**src/rtl/cycle_timer_if.sv**
```systemverilog
// Load handshake, control and status bundle for cycle_timer.
// TIMER_AUTO_RELOAD_EN adds the reload_en control signal.
interface cycle_timer_if #(
    parameter int WIDTH = 28
);
    logic             load_valid;
    logic             load_ready;
    logic [WIDTH-1:0] load_cycles;
    logic             pause;
    logic             abort;
`ifdef TIMER_AUTO_RELOAD_EN
    logic             reload_en;
`endif
    logic             tmr_start;
    logic             tmr_end;
    logic             aborted;
    logic             load_err;
    logic             busy;
    logic [WIDTH-1:0] remain;

    // Sequencer / software side
    modport master (
        output load_valid, load_cycles, pause, abort,
`ifdef TIMER_AUTO_RELOAD_EN
        output reload_en,
`endif
        input  load_ready, tmr_start, tmr_end, aborted, load_err, busy, remain
    );

    // Timer side
    modport slave (
        input  load_valid, load_cycles, pause, abort,
`ifdef TIMER_AUTO_RELOAD_EN
        input  reload_en,
`endif
        output load_ready, tmr_start, tmr_end, aborted, load_err, busy, remain
    );
endinterface

```
**src/rtl/cycle_timer.sv**
```systemverilog
// One-shot interval timer: a load of N emits tmr_start, counts N unpaused cycles, then emits tmr_end.
// Define TIMER_AUTO_RELOAD_EN to add periodic auto-reload through reload_en.
module cycle_timer #(
    parameter int WIDTH = 28
) (
    input  logic          clk,
    input  logic          resetn,
    cycle_timer_if.slave  bus
);

    typedef enum logic {
        IDLE = 1'b0,
        RUN  = 1'b1
    } state_t;

    state_t           state_q, state_d;
    logic [WIDTH-1:0] remain_q, remain_d;
    logic             start_q, start_d;
    logic             end_q, end_d;
    logic             aborted_q, aborted_d;
    logic             err_q, err_d;
    logic             load_fire;
    logic             reload_now;

`ifdef TIMER_AUTO_RELOAD_EN
    logic [WIDTH-1:0] period_q, period_d;
`endif

    assign load_fire = bus.load_valid && (state_q == IDLE);

`ifdef TIMER_AUTO_RELOAD_EN
    assign reload_now = bus.reload_en;
`else
    assign reload_now = 1'b0;
`endif

    // NOTE: every signal assigned here gets a default first, so no path leaves it unassigned and no latch is inferred.
    always_comb begin
        state_d   = state_q;
        remain_d  = remain_q;
        start_d   = 1'b0;
        end_d     = 1'b0;
        aborted_d = 1'b0;
        err_d     = 1'b0;
`ifdef TIMER_AUTO_RELOAD_EN
        period_d  = period_q;
`endif

        unique case (state_q)
            IDLE: begin
                // abort and pause have no meaning here; only a load moves the FSM
                if (load_fire) begin
`ifdef TIMER_AUTO_RELOAD_EN
                    period_d = bus.load_cycles;
`endif
                    if (bus.load_cycles == '0) begin
                        err_d = 1'b1;
                    end else begin
                        state_d  = RUN;
                        remain_d = bus.load_cycles;
                        start_d  = 1'b1;
                    end
                end
            end

            RUN: begin
                if (bus.abort) begin
                    state_d   = IDLE;
                    remain_d  = '0;
                    end_d     = 1'b1;
                    aborted_d = 1'b1;
                end else if (!bus.pause) begin
                    if (remain_q > WIDTH'(1)) begin
                        remain_d = remain_q - WIDTH'(1);
                    end else begin
                        end_d = 1'b1;
                        if (reload_now) begin
`ifdef TIMER_AUTO_RELOAD_EN
                            remain_d = period_q;
`endif
                            start_d  = 1'b1;
                        end else begin
                            remain_d = '0;
                            state_d  = IDLE;
                        end
                    end
                end
            end

            default: begin
                state_d  = IDLE;
                remain_d = '0;
            end
        endcase
    end

    // NOTE: state registers use non-blocking assignments so every flop samples pre-edge values.
    always_ff @(posedge clk or negedge resetn) begin
        if (!resetn) begin
            state_q   <= IDLE;
            remain_q  <= '0;
            start_q   <= 1'b0;
            end_q     <= 1'b0;
            aborted_q <= 1'b0;
            err_q     <= 1'b0;
        end else begin
            state_q   <= state_d;
            remain_q  <= remain_d;
            start_q   <= start_d;
            end_q     <= end_d;
            aborted_q <= aborted_d;
            err_q     <= err_d;
        end
    end

`ifdef TIMER_AUTO_RELOAD_EN
    always_ff @(posedge clk or negedge resetn) begin
        if (!resetn) begin
            period_q <= '0;
        end else begin
            period_q <= period_d;
        end
    end
`endif

    assign bus.load_ready = (state_q == IDLE);
    assign bus.busy       = (state_q == RUN);
    assign bus.remain     = remain_q;
    assign bus.tmr_start  = start_q;
    assign bus.tmr_end    = end_q;
    assign bus.aborted    = aborted_q;
    assign bus.load_err   = err_q;

endmodule

```
**src/flat_wrapper.sv**
```systemverilog
// flat-port wrapper written by rule: the top's interface ports become plain ports
module cycle_timer_flat 
#(
    parameter int WIDTH = 28
)
  (clk, resetn, bus_load_valid, bus_load_cycles, bus_pause, bus_abort, bus_load_ready, bus_tmr_start, bus_tmr_end, bus_aborted, bus_load_err, bus_busy, bus_remain);
  cycle_timer_if #(.WIDTH(WIDTH)) bus_i ();
  input  logic clk;
  input  logic resetn;
  input wire logic [$bits(bus_i.load_valid)-1:0] bus_load_valid;
  input wire logic [$bits(bus_i.load_cycles)-1:0] bus_load_cycles;
  input wire logic [$bits(bus_i.pause)-1:0] bus_pause;
  input wire logic [$bits(bus_i.abort)-1:0] bus_abort;
  output wire logic [$bits(bus_i.load_ready)-1:0] bus_load_ready;
  output wire logic [$bits(bus_i.tmr_start)-1:0] bus_tmr_start;
  output wire logic [$bits(bus_i.tmr_end)-1:0] bus_tmr_end;
  output wire logic [$bits(bus_i.aborted)-1:0] bus_aborted;
  output wire logic [$bits(bus_i.load_err)-1:0] bus_load_err;
  output wire logic [$bits(bus_i.busy)-1:0] bus_busy;
  output wire logic [$bits(bus_i.remain)-1:0] bus_remain;
  assign bus_i.load_valid = bus_load_valid;
  assign bus_i.load_cycles = bus_load_cycles;
  assign bus_i.pause = bus_pause;
  assign bus_i.abort = bus_abort;
  assign bus_load_ready = bus_i.load_ready;
  assign bus_tmr_start = bus_i.tmr_start;
  assign bus_tmr_end = bus_i.tmr_end;
  assign bus_aborted = bus_i.aborted;
  assign bus_load_err = bus_i.load_err;
  assign bus_busy = bus_i.busy;
  assign bus_remain = bus_i.remain;
  cycle_timer #(.WIDTH(WIDTH)) u_core (.clk(clk), .resetn(resetn), .bus(bus_i));
endmodule
```
**config.mk**
```make
export PLATFORM = sky130hd
export DESIGN_NAME = cycle_timer_flat
export DESIGN_NICKNAME = d
export VERILOG_FILES = /design/src/rtl/cycle_timer_if.sv /design/src/rtl/cycle_timer.sv /design/src/flat_wrapper.sv
export SDC_FILE = /design/constraint.sdc
export NUM_CORES = 1
export LEC_CHECK = 0
export ABC_AREA = 1
export CELL_PAD_IN_SITES_DETAIL_PLACEMENT = 0
export CELL_PAD_IN_SITES_GLOBAL_PLACEMENT = 2
export CORE_MARGIN = 4
export CORE_UTILIZATION = 27
export CTS_BUF_LIST = sky130_fd_sc_hd__clkbuf_4 sky130_fd_sc_hd__clkbuf_8 sky130_fd_sc_hd__clkbuf_16
export CTS_CLUSTER_SIZE = 40
export DETAILED_ROUTE_END_ITERATION = 16
export MAX_ROUTING_LAYER = met4
export PLACE_DENSITY_LB_ADDON = 0.08
export SLEW_MARGIN = 20
export SYNTH_ARGS = -nofsm -noshare
export SYNTH_HDL_FRONTEND = slang
export SYNTH_SLANG_ARGS = --single-unit
```
**constraint.sdc**
```tcl
create_clock -name clk -period 2.74 [get_ports clk]
set_clock_uncertainty 0.15 [all_clocks]
set_input_delay 0.411 -clock clk [delete_from_list [all_inputs] [get_ports clk]]
set_output_delay 0.411 -clock clk [all_outputs]
set_load 0.01 [all_outputs]
```
==> results_tabular.tex, run 1 <==
\begin{tabular}{lr}
\hline
Metric & Value \\
\hline
\multicolumn{2}{l}{\textbf{Outcome}} \\
\quad Result of the run & complete, no violations \\
\multicolumn{2}{l}{\textbf{STA}} \\
\quad Worst hold slack & 0.388 ns \\
\quad Setup TNS & 0 ns \\
\quad Max Slew Vio Count & 0 \\
\quad Tightest Pin Transition & 0.513 ns \\
\quad Final worst path period share & 0.804 \\
\quad Setup repair after global routing missed its margin & false \\
\quad Maximum clock frequency & 454 MHz \\
\quad \# setup viols final & 0 \\
\quad Minimum period implied by the final worst setup slack & 2.20 ns \\
\quad Slack of the critical path & 0.536 ns \\
\quad Slew Limit Headroom & 0.657 \\
\quad Endpoints failing hold & 0 \\
\multicolumn{2}{l}{\textbf{Global routing}} \\
\quad Global-route wire length before repair & 14,100 um \\
\quad Number of antenna violations at the first check in global routing & 0 \\
\quad Total Routing Usage GR & 0.167 \\
\quad Vias in the first global route & 2,576 \\
\quad Maximum number of pins on one net before global-route repair & 34 \\
\quad Remaining Overflow, GRT & 0 \\
\multicolumn{2}{l}{\textbf{Route}} \\
\quad Avg Vias per Cell & 4.30 \\
\quad Detailed-routing iteration count for the pre-antenna-repair pass & 5 \\
\quad Number of nets with antenna violations after routing & 0 \\
\quad Total vias in the final route & 2,644 \\
\quad DR iter-0 viols & 90 \\
\quad Detailed-route wire length & 8950 um \\
\quad Number of remaining DRC errors & 0 \\
\quad Mean routed wirelength per cell & 14.6 um \\
\multicolumn{2}{l}{\textbf{Layout}} \\
\quad Filler Cells Inserted & 1,086 \\
\quad Final std cell area, no fill & 3480 sq um \\
\quad Area taken by multi-input logic gates & 1590 sq um \\
\quad Antenna fix cells & 0 \\
\quad Final net count & 520 \\
\quad Layout cell share with drive strength beyond 1 & 0.0782 \\
\quad Post-synthesis to final-layout area growth & 35.1\% \\
\quad End-of-flow core utilization & 0.375 \\
\quad Storage element area & 826 sq um \\
\multicolumn{2}{l}{\textbf{Floorplan}} \\
\quad Cell row count & 35 \\
\quad I/O Pins & 67 \\
\quad Floorplan die height & 106 um \\
\quad Initial cell density of the core & 0.277 \\
\quad Core region area & 9280 sq um \\
\quad Full die area & 11,200 sq um \\
\quad Die width & 106 um \\
\multicolumn{2}{l}{\textbf{Place}} \\
\quad Placed Area & 3380 sq um \\
\quad Hpwl dp & 6820 um \\
\quad Final weighted congestion in routability-driven placement & 0.812 \\
\quad Number of I/O port buffers & 66 \\
\quad Worst slack at placement & 0.290 ns \\
\multicolumn{2}{l}{\textbf{Power and ir drop}} \\
\quad Switching Power & 1.56 mW \\
\quad Internal power & 1.67 mW \\
\quad Static Leak & 1.64 nW \\
\quad Switching part of the total power & 0.482 \\
\quad Sequential cell fraction of total power & 0.305 \\
\quad Combinational fraction of design power & 0.560 \\
\quad Clock group share of total power & 0.135 \\
\quad Peak VDD IR & 0.266 mV \\
\quad PD cells & 928 nW/um\^{}2 \\
\multicolumn{2}{l}{\textbf{Worst setup path}} \\
\quad Reg-to-reg setup timing slack & 0.54 ns \\
\quad Buffering stage count on the worst path with inverters included & 1 \\
\quad Classification of the worst setup path & register to register \\
\quad Critical path depth in cells & 10 \\
\quad Worst path arrival time & 2.28 ns \\
\quad Crit. End Element & register \\
\quad Cell breakdown of the critical path & inv\_1, ha\_1, nand2\_1, nor2\_1, nand2\_1, xnor2\_1, nand2\_1, nand2\_1, nand2\_1, nand2\_1 \\
\quad Largest fanout on the critical path & 6 \\
\quad Terminus of the critical flop-to-flop path & u\_core.bus.remain[14] \\
\quad Largest stage delay on the critical path & 0.42 ns \\
\quad Startpoint types & register \\
\quad Critical-path top delay cell & dfrtp\_1 \\
\quad Largest delay contributor family on the critical path & simple AND/OR/NAND/NOR gates \\
\quad CP most frequent cell & nand2\_1 \\
\quad Worst path required time & 2.82 ns \\
\quad Critical R2R Launch & u\_core.bus.remain[0] \\
\quad Path depth of the worst reg2reg path & 10 \\
\multicolumn{2}{l}{\textbf{Yosys}} \\
\quad Synthesized instance count & 417 \\
\quad Area of the mapped netlist & 2580 sq um \\
\quad Synth Warn \# & 0 \\
\quad Sequential element share of the synthesized area & 0.321 \\
\quad Synthesized flop and latch total & 33 \\
\quad Syn Area/Cell & 6.18 sq um \\
\quad Leading post-synthesis cells by cell area & dfrtp\_1 32\%, nand2\_1 25\%, nor2\_1 16\%, inv\_1 3.2\%, xor2\_1 2.7\% \\
\quad Biggest area consumer among synthesized cells & dfrtp\_1 \\
\quad Distinct cell type count after synthesis & 26 \\
\quad Synthesized net count & 452 \\
\quad Area share of the largest cell type after synthesis & 0.321 \\
\multicolumn{2}{l}{\textbf{Clock tree}} \\
\quad Clock transition time at the flip-flop clock pins of the worst setup and hold paths & 0.08 ns \\
\quad Worst-skew pair later-pin latency & 0.29 ns \\
\quad \# H-tree levels & 2 \\
\quad Hold-fix buffers, CTS & 0 \\
\quad Maximum buffer depth of the clock tree & 2 \\
\quad CTS tree & done \\
\quad Clk Tree Root Cell & clkbuf\_8 \\
\quad Clock net sink count & 33 \\
\quad Cts bufs inserted & 5 \\
\quad Cells resized by post-CTS repair & 0 \\
\quad Postcts setup bufs & 0 \\
\multicolumn{2}{l}{\textbf{Run}} \\
\quad \# Max-Cap Violations & 0 \\
\multicolumn{2}{l}{\textbf{Hold path}} \\
\quad Type of the tightest min-delay check & primary input to asynchronous set/reset pin \\
\hline
\end{tabular}
sequential cells by signal, indices dropped and copies added (netlist names):
name,count
u_core.bus.tmr_start,1
u_core.bus.load_err,1
u_core.bus.remain,28
u_core.bus.busy,1
u_core.bus.aborted,1
u_core.bus.tmr_end,1
kinds of logic (layout without fill, tap and decap cells):
logic type               count (synthesis)  count (layout)  share of synthesized area
flip-flops                              33              33                      0.321
AND/OR/NAND/NOR                        323             323                      0.520
XOR/XNOR                                15              15                     0.0510
buffers and inverters                   34             103                     0.0622
AO/OA/AOI/OAI                           10              10                     0.0364
adder cells (fa/ha/maj)                  2               2                    0.00971
per-layer routing:
metal / up-vias / GRT usage / part of all wire
li1: 1409 / - / -
met4: 0 / 0.0250 / 0.0061
met1: 1161 / 0.249 / 0.52
met5: - / - / 0
met3: 5 / 0.0251 / 0.046
met2: 69 / 0.242 / 0.42
cell usage in the layout, fill, tap and decap left out:
master / n
ha_1: 2
o211ai_4: 1
clkbuf_8: 7
nor3_1: 1
nand2_1: 172
xnor2_1: 7
nand3_4: 1
o21ai_0: 2
clkdlybuf4s50_1: 66
nand4_1: 8
nor2_4: 6
o211ai_1: 1
inv_2: 2
a21boi_0: 1
inv_1: 22
clkinv_2: 1
nand2_2: 8
o21bai_1: 3
xor2_1: 8
nand3_1: 12
buf_12: 1
nor2_1: 110
dfrtp_1: 33
o21ai_4: 1
a21oi_2: 1
nor2_2: 5
buf_4: 4
synth_stat cells:
| master | n |
|---|---|
| nand2_1 | 172 |
| nor2_1 | 110 |
| dfrtp_1 | 33 |
| inv_1 | 22 |
| nand3_1 | 12 |
| nand2_2 | 8 |
| nand4_1 | 8 |
| xor2_1 | 8 |
| xnor2_1 | 7 |
| nor2_4 | 6 |
| nor2_2 | 5 |
| buf_6 | 3 |
| clkbuf_1 | 3 |
| o21bai_1 | 3 |
| buf_2 | 2 |
| buf_4 | 2 |
| ha_1 | 2 |
| inv_2 | 2 |
| o21ai_0 | 2 |
| a21boi_0 | 1 |
| a21oi_2 | 1 |
| nand3_4 | 1 |
| nor3_1 | 1 |
| o211ai_1 | 1 |
| o211ai_4 | 1 |
| o21ai_4 | 1 |
power groups by stage:
stage               Combinational [mW]  Sequential (mW)  Clock, mW
finish                            1.81            0.985      0.436
global route                      2.02             1.03      0.472
CTS                               1.84            0.992      0.454
detailed placement                1.83            0.997          0
global placement                  1.83            0.998          0
floorplan                         1.04            0.987          0
worst max-delay path by stage:
| stage | from | end | slack (ns) |
|---|---|---|---|
| 2_1_floorplan | u_core.bus.remain[0] | u_core.bus.remain[14] | 0.88 |
| 3_3_place_gp | bus_load_cycles[9] | u_core.bus.remain[25] | 0.31 |
| 3_5_place_dp | bus_load_cycles[9] | u_core.bus.remain[25] | 0.29 |
| 4_1_cts | u_core.bus.remain[0] | u_core.bus.remain[14] | 0.50 |
| 5_1_grt | u_core.bus.remain[0] | u_core.bus.remain[14] | 0.24 |
| 6_report | u_core.bus.remain[0] | u_core.bus.remain[14] | 0.54 |
final cells by class:
| type | instances | area share |
|---|---|---|
| clock inverters | 1 | 0.00144 |
| multi-input cells | 350 | 0.457 |
| inverters | 24 | 0.0259 |
| flip-flops and latches | 33 | 0.237 |
| clock buffers | 7 | 0.0277 |
| repair buffers | 71 | 0.204 |
| well taps | 129 | 0.0464 |
metrics by stage:
step                power [mW]  std cells
finish                    3.23        615
global route              3.52        615
CTS                       3.28        615
detailed placement        2.82        607
global placement          2.83        607
floorplan                 2.03        417
Power figures use the tool's default switching activity.
==> run 2, diff against run 1 <==
--- a/config.mk
+++ b/config.mk
@@ -9,7 +9,7 @@
 export CELL_PAD_IN_SITES_DETAIL_PLACEMENT = 0
 export CELL_PAD_IN_SITES_GLOBAL_PLACEMENT = 2
 export CORE_MARGIN = 4
-export CORE_UTILIZATION = 27
+export CORE_UTILIZATION = 25
 export CTS_BUF_LIST = sky130_fd_sc_hd__clkbuf_4 sky130_fd_sc_hd__clkbuf_8 sky130_fd_sc_hd__clkbuf_16
 export CTS_CLUSTER_SIZE = 40
 export DETAILED_ROUTE_END_ITERATION = 16
==> constraint.sdc (replaced) <==
create_clock -name clk -period 2.1 [get_ports clk]
set_clock_uncertainty 0.15 [all_clocks]
set_input_delay 0.315 -clock clk [delete_from_list [all_inputs] [get_ports clk]]
set_output_delay 0.315 -clock clk [all_outputs]
set_load 0.01 [all_outputs]
==> run 2 against run 1 <==
  * First-iteration DRC count up 40%
  * Power up 40%
  * Combinational power up 55%
  * Global-route usage up 0.38 points
  * Critical path depth down 8
  * Die area up 7.4%
  * Count of clock-buffer cells in the layout unchanged
  * Critical endpoint is now bus_load_ready
  * Largest power group unchanged
==> results_tabular.tex, run 2 (synthesized netlist as in run 1, its figures left out) <==
\begin{tabular}{lr}
\hline
Metric & Value \\
\hline
\multicolumn{2}{l}{\textbf{Floorplan}} \\
\quad Cell row count & 36 \\
\quad Full die area & 12,000 sq um \\
\quad Core region area & 9910 sq um \\
\quad I/O Pins & 67 \\
\quad Initial cell density of the core & 0.260 \\
\quad Die width & 110 um \\
\quad Floorplan die height & 110 um \\
\multicolumn{2}{l}{\textbf{Layout}} \\
\quad Layout cell share with drive strength beyond 1 & 0.139 \\
\quad Final net count & 553 \\
\quad Post-synthesis to final-layout area growth & 46.2\% \\
\quad Number of flip-flops under the largest register name & 28 \\
\quad Commonest cells after routing, fill and taps aside & 172 x nand2\_1, 108 x nor2\_1, 66 x clkdlybuf4s50\_1 \\
\quad Most common cell after layout, fill and taps aside & nand2\_1 \\
\quad Antenna fix cells & 0 \\
\quad Filler Cells Inserted & 1,110 \\
\quad End-of-flow core utilization & 0.380 \\
\multicolumn{2}{l}{\textbf{Route}} \\
\quad Detailed-route wire length & 9510 um \\
\quad Avg Vias per Cell & 4.33 \\
\quad Number of remaining DRC errors & 0 \\
\quad Total vias in the final route & 2,819 \\
\quad Number of nets with antenna violations after routing & 0 \\
\quad Mean routed wirelength per cell & 14.6 um \\
\quad Detailed-routing iteration count for the pre-antenna-repair pass & 4 \\
\quad DR iter-0 viols & 126 \\
\multicolumn{2}{l}{\textbf{Global routing}} \\
\quad Total Routing Usage GR & 0.170 \\
\quad Number of antenna violations at the first check in global routing & 0 \\
\quad Maximum number of pins on one net before global-route repair & 34 \\
\quad Global-route wire length before repair & 15,000 um \\
\quad Vias in the first global route & 2,765 \\
\quad Remaining Overflow, GRT & 0 \\
\multicolumn{2}{l}{\textbf{Clock tree}} \\
\quad \# H-tree levels & 2 \\
\quad Cts bufs inserted & 5 \\
\quad Clk Tree Root Cell & clkbuf\_8 \\
\quad CTS tree & done \\
\quad Maximum buffer depth of the clock tree & 2 \\
\quad Clock net sink count & 33 \\
\quad Worst-skew pair later-pin latency & 0.29 ns \\
\quad Clock transition time at the flip-flop clock pins of the worst setup and hold paths & 0.08 ns \\
\quad Hold-fix buffers, CTS & 0 \\
\multicolumn{2}{l}{\textbf{STA}} \\
\quad Max Slew Vio Count & 0 \\
\quad Slew Limit Headroom & 0.691 \\
\quad Endpoints failing hold & 0 \\
\quad Final worst path period share & 0.937 \\
\quad Maximum clock frequency & 508 MHz \\
\quad Minimum period implied by the final worst setup slack & 1.97 ns \\
\quad Slack of the critical path & 0.131 ns \\
\quad Setup repair after global routing missed its margin & false \\
\quad \# setup viols final & 0 \\
\quad Tightest Pin Transition & 0.459 ns \\
\multicolumn{2}{l}{\textbf{Outcome}} \\
\quad Result of the run & complete, no violations \\
\multicolumn{2}{l}{\textbf{Power and ir drop}} \\
\quad Switching part of the total power & 0.467 \\
\quad Combinational fraction of design power & 0.623 \\
\quad Static Leak & 1.81 nW \\
\quad Sequential cell fraction of total power & 0.258 \\
\quad PD cells & 1200 nW/um\^{}2 \\
\quad Peak VDD IR & 0.318 mV \\
\quad Clock group share of total power & 0.119 \\
\quad Internal power & 2.41 mW \\
\quad Pwr Total & 4.51 mW \\
\quad Switching Power & 2.11 mW \\
\multicolumn{2}{l}{\textbf{Place}} \\
\quad Final weighted congestion in routability-driven placement & 0.790 \\
\quad Worst slack at placement & -0.0901 ns \\
\quad Hpwl dp & 7460 um \\
\quad Number of I/O port buffers & 66 \\
\multicolumn{2}{l}{\textbf{Worst setup path}} \\
\quad Largest stage delay on the critical path & 0.56 ns \\
\quad Crit. End Element & output port \\
\quad Worst path arrival time & 1.50 ns \\
\quad Cell breakdown of the critical path & inv\_4, clkdlybuf4s50\_1 \\
\quad Reg-to-reg setup timing slack & 0.19 ns \\
\quad Startpoint types & register \\
\quad Worst path required time & 1.63 ns \\
\quad Critical-path top delay cell & clkdlybuf4s50\_1 \\
\quad Terminus of the critical flop-to-flop path & u\_core.bus.remain[16] \\
\quad Classification of the worst setup path & register to output port \\
\quad Largest fanout on the critical path & 12 \\
\quad Critical R2R Launch & u\_core.bus.remain[0] \\
\quad Path depth of the worst reg2reg path & 9 \\
\multicolumn{2}{l}{\textbf{Run}} \\
\quad \# Max-Cap Violations & 0 \\
\multicolumn{2}{l}{\textbf{Hold path}} \\
\quad Type of the tightest min-delay check & primary input to asynchronous set/reset pin \\
\hline
\end{tabular}
run 2: cell count changes in the layout (fill, tap and decap cells not counted), sizes merged:
cell / previous run / this run
clkinv: 1 / 0
buf: 5 / 38
run 2: power by group through the flow:
stage	sequential [mW]	combinational [mW]	clock, mW
detailed placement	1.18	2.81	0
finish	1.16	2.81	0.539
global route	1.21	3.15	0.582
global placement	1.18	2.81	0
CTS	1.17	2.83	0.561
floorplan	1.29	1.36	0
run 2: metrics by stage:
step                area (sq um)  TNS, ns  instances  hold slack [ns]
floorplan                   2580        0        417           -0.131
global placement            3640    -1.98        642            0.389
detailed placement          3640    -1.48        642            0.382
CTS                         3730        0        649            0.255
global route                3770        0        651            0.269
finish                      3770        0        651            0.248
run 2: worst max path at each step:
stage,start,to,slack [ns],depth (start not counted)
after detailed placement,bus_load_cycles[8],u_core.bus.remain[25],-0.09,10
after global placement,bus_load_cycles[9],u_core.bus.remain[25],-0.10,10
after global routing,u_core.bus.remain[0],u_core.bus.remain[16],0.01,9
after floorplan,u_core.bus.remain[0],u_core.bus.remain[14],0.24,10
after CTS,u_core.bus.busy,bus_load_ready,0.03,2
final,u_core.bus.busy,bus_load_ready,0.13,2
run 2: critical path, delay by kind of cell (launching register included):
family   cells  cell delay (ns)
buf+inv      2             0.74
flops        1             0.47
run 2: routing by layer:
metal / up-vias / GRT usage / wire length [um]
li1: 1472 / - / -
met1: 1278 / 0.248 / 4910
met2: 61 / 0.255 / 4140
met3: 8 / 0.0188 / 371
met4: 0 / 0.0347 / 83
met5: - / - / 0
run 2: timing repair:
action / in CTS / in global routing
setup endpoints to repair: 0 / 19
buffers inserted: 0 / 2
resized for setup: 0 / 3
run 2: final cells by class:
cell class	count	area, sq um	share of cell area
clock buffer	7	90.1	0.0239
inverter	24	92.6	0.0246
multi-input combinational	350	1600	0.424
sequential	33	826	0.219
tap	133	166	0.0442
timing repair buffer	104	996	0.264
==> run 3, diff against run 2 <==
--- a/config.mk
+++ b/config.mk
@@ -6,6 +6,7 @@
 export NUM_CORES = 1
 export LEC_CHECK = 0
 export ABC_AREA = 1
+export CAP_MARGIN = 20
 export CELL_PAD_IN_SITES_DETAIL_PLACEMENT = 0
 export CELL_PAD_IN_SITES_GLOBAL_PLACEMENT = 2
 export CORE_MARGIN = 4
==> results of run 3 <==
Final layout, timing and power as in run 2 (identical DEF).
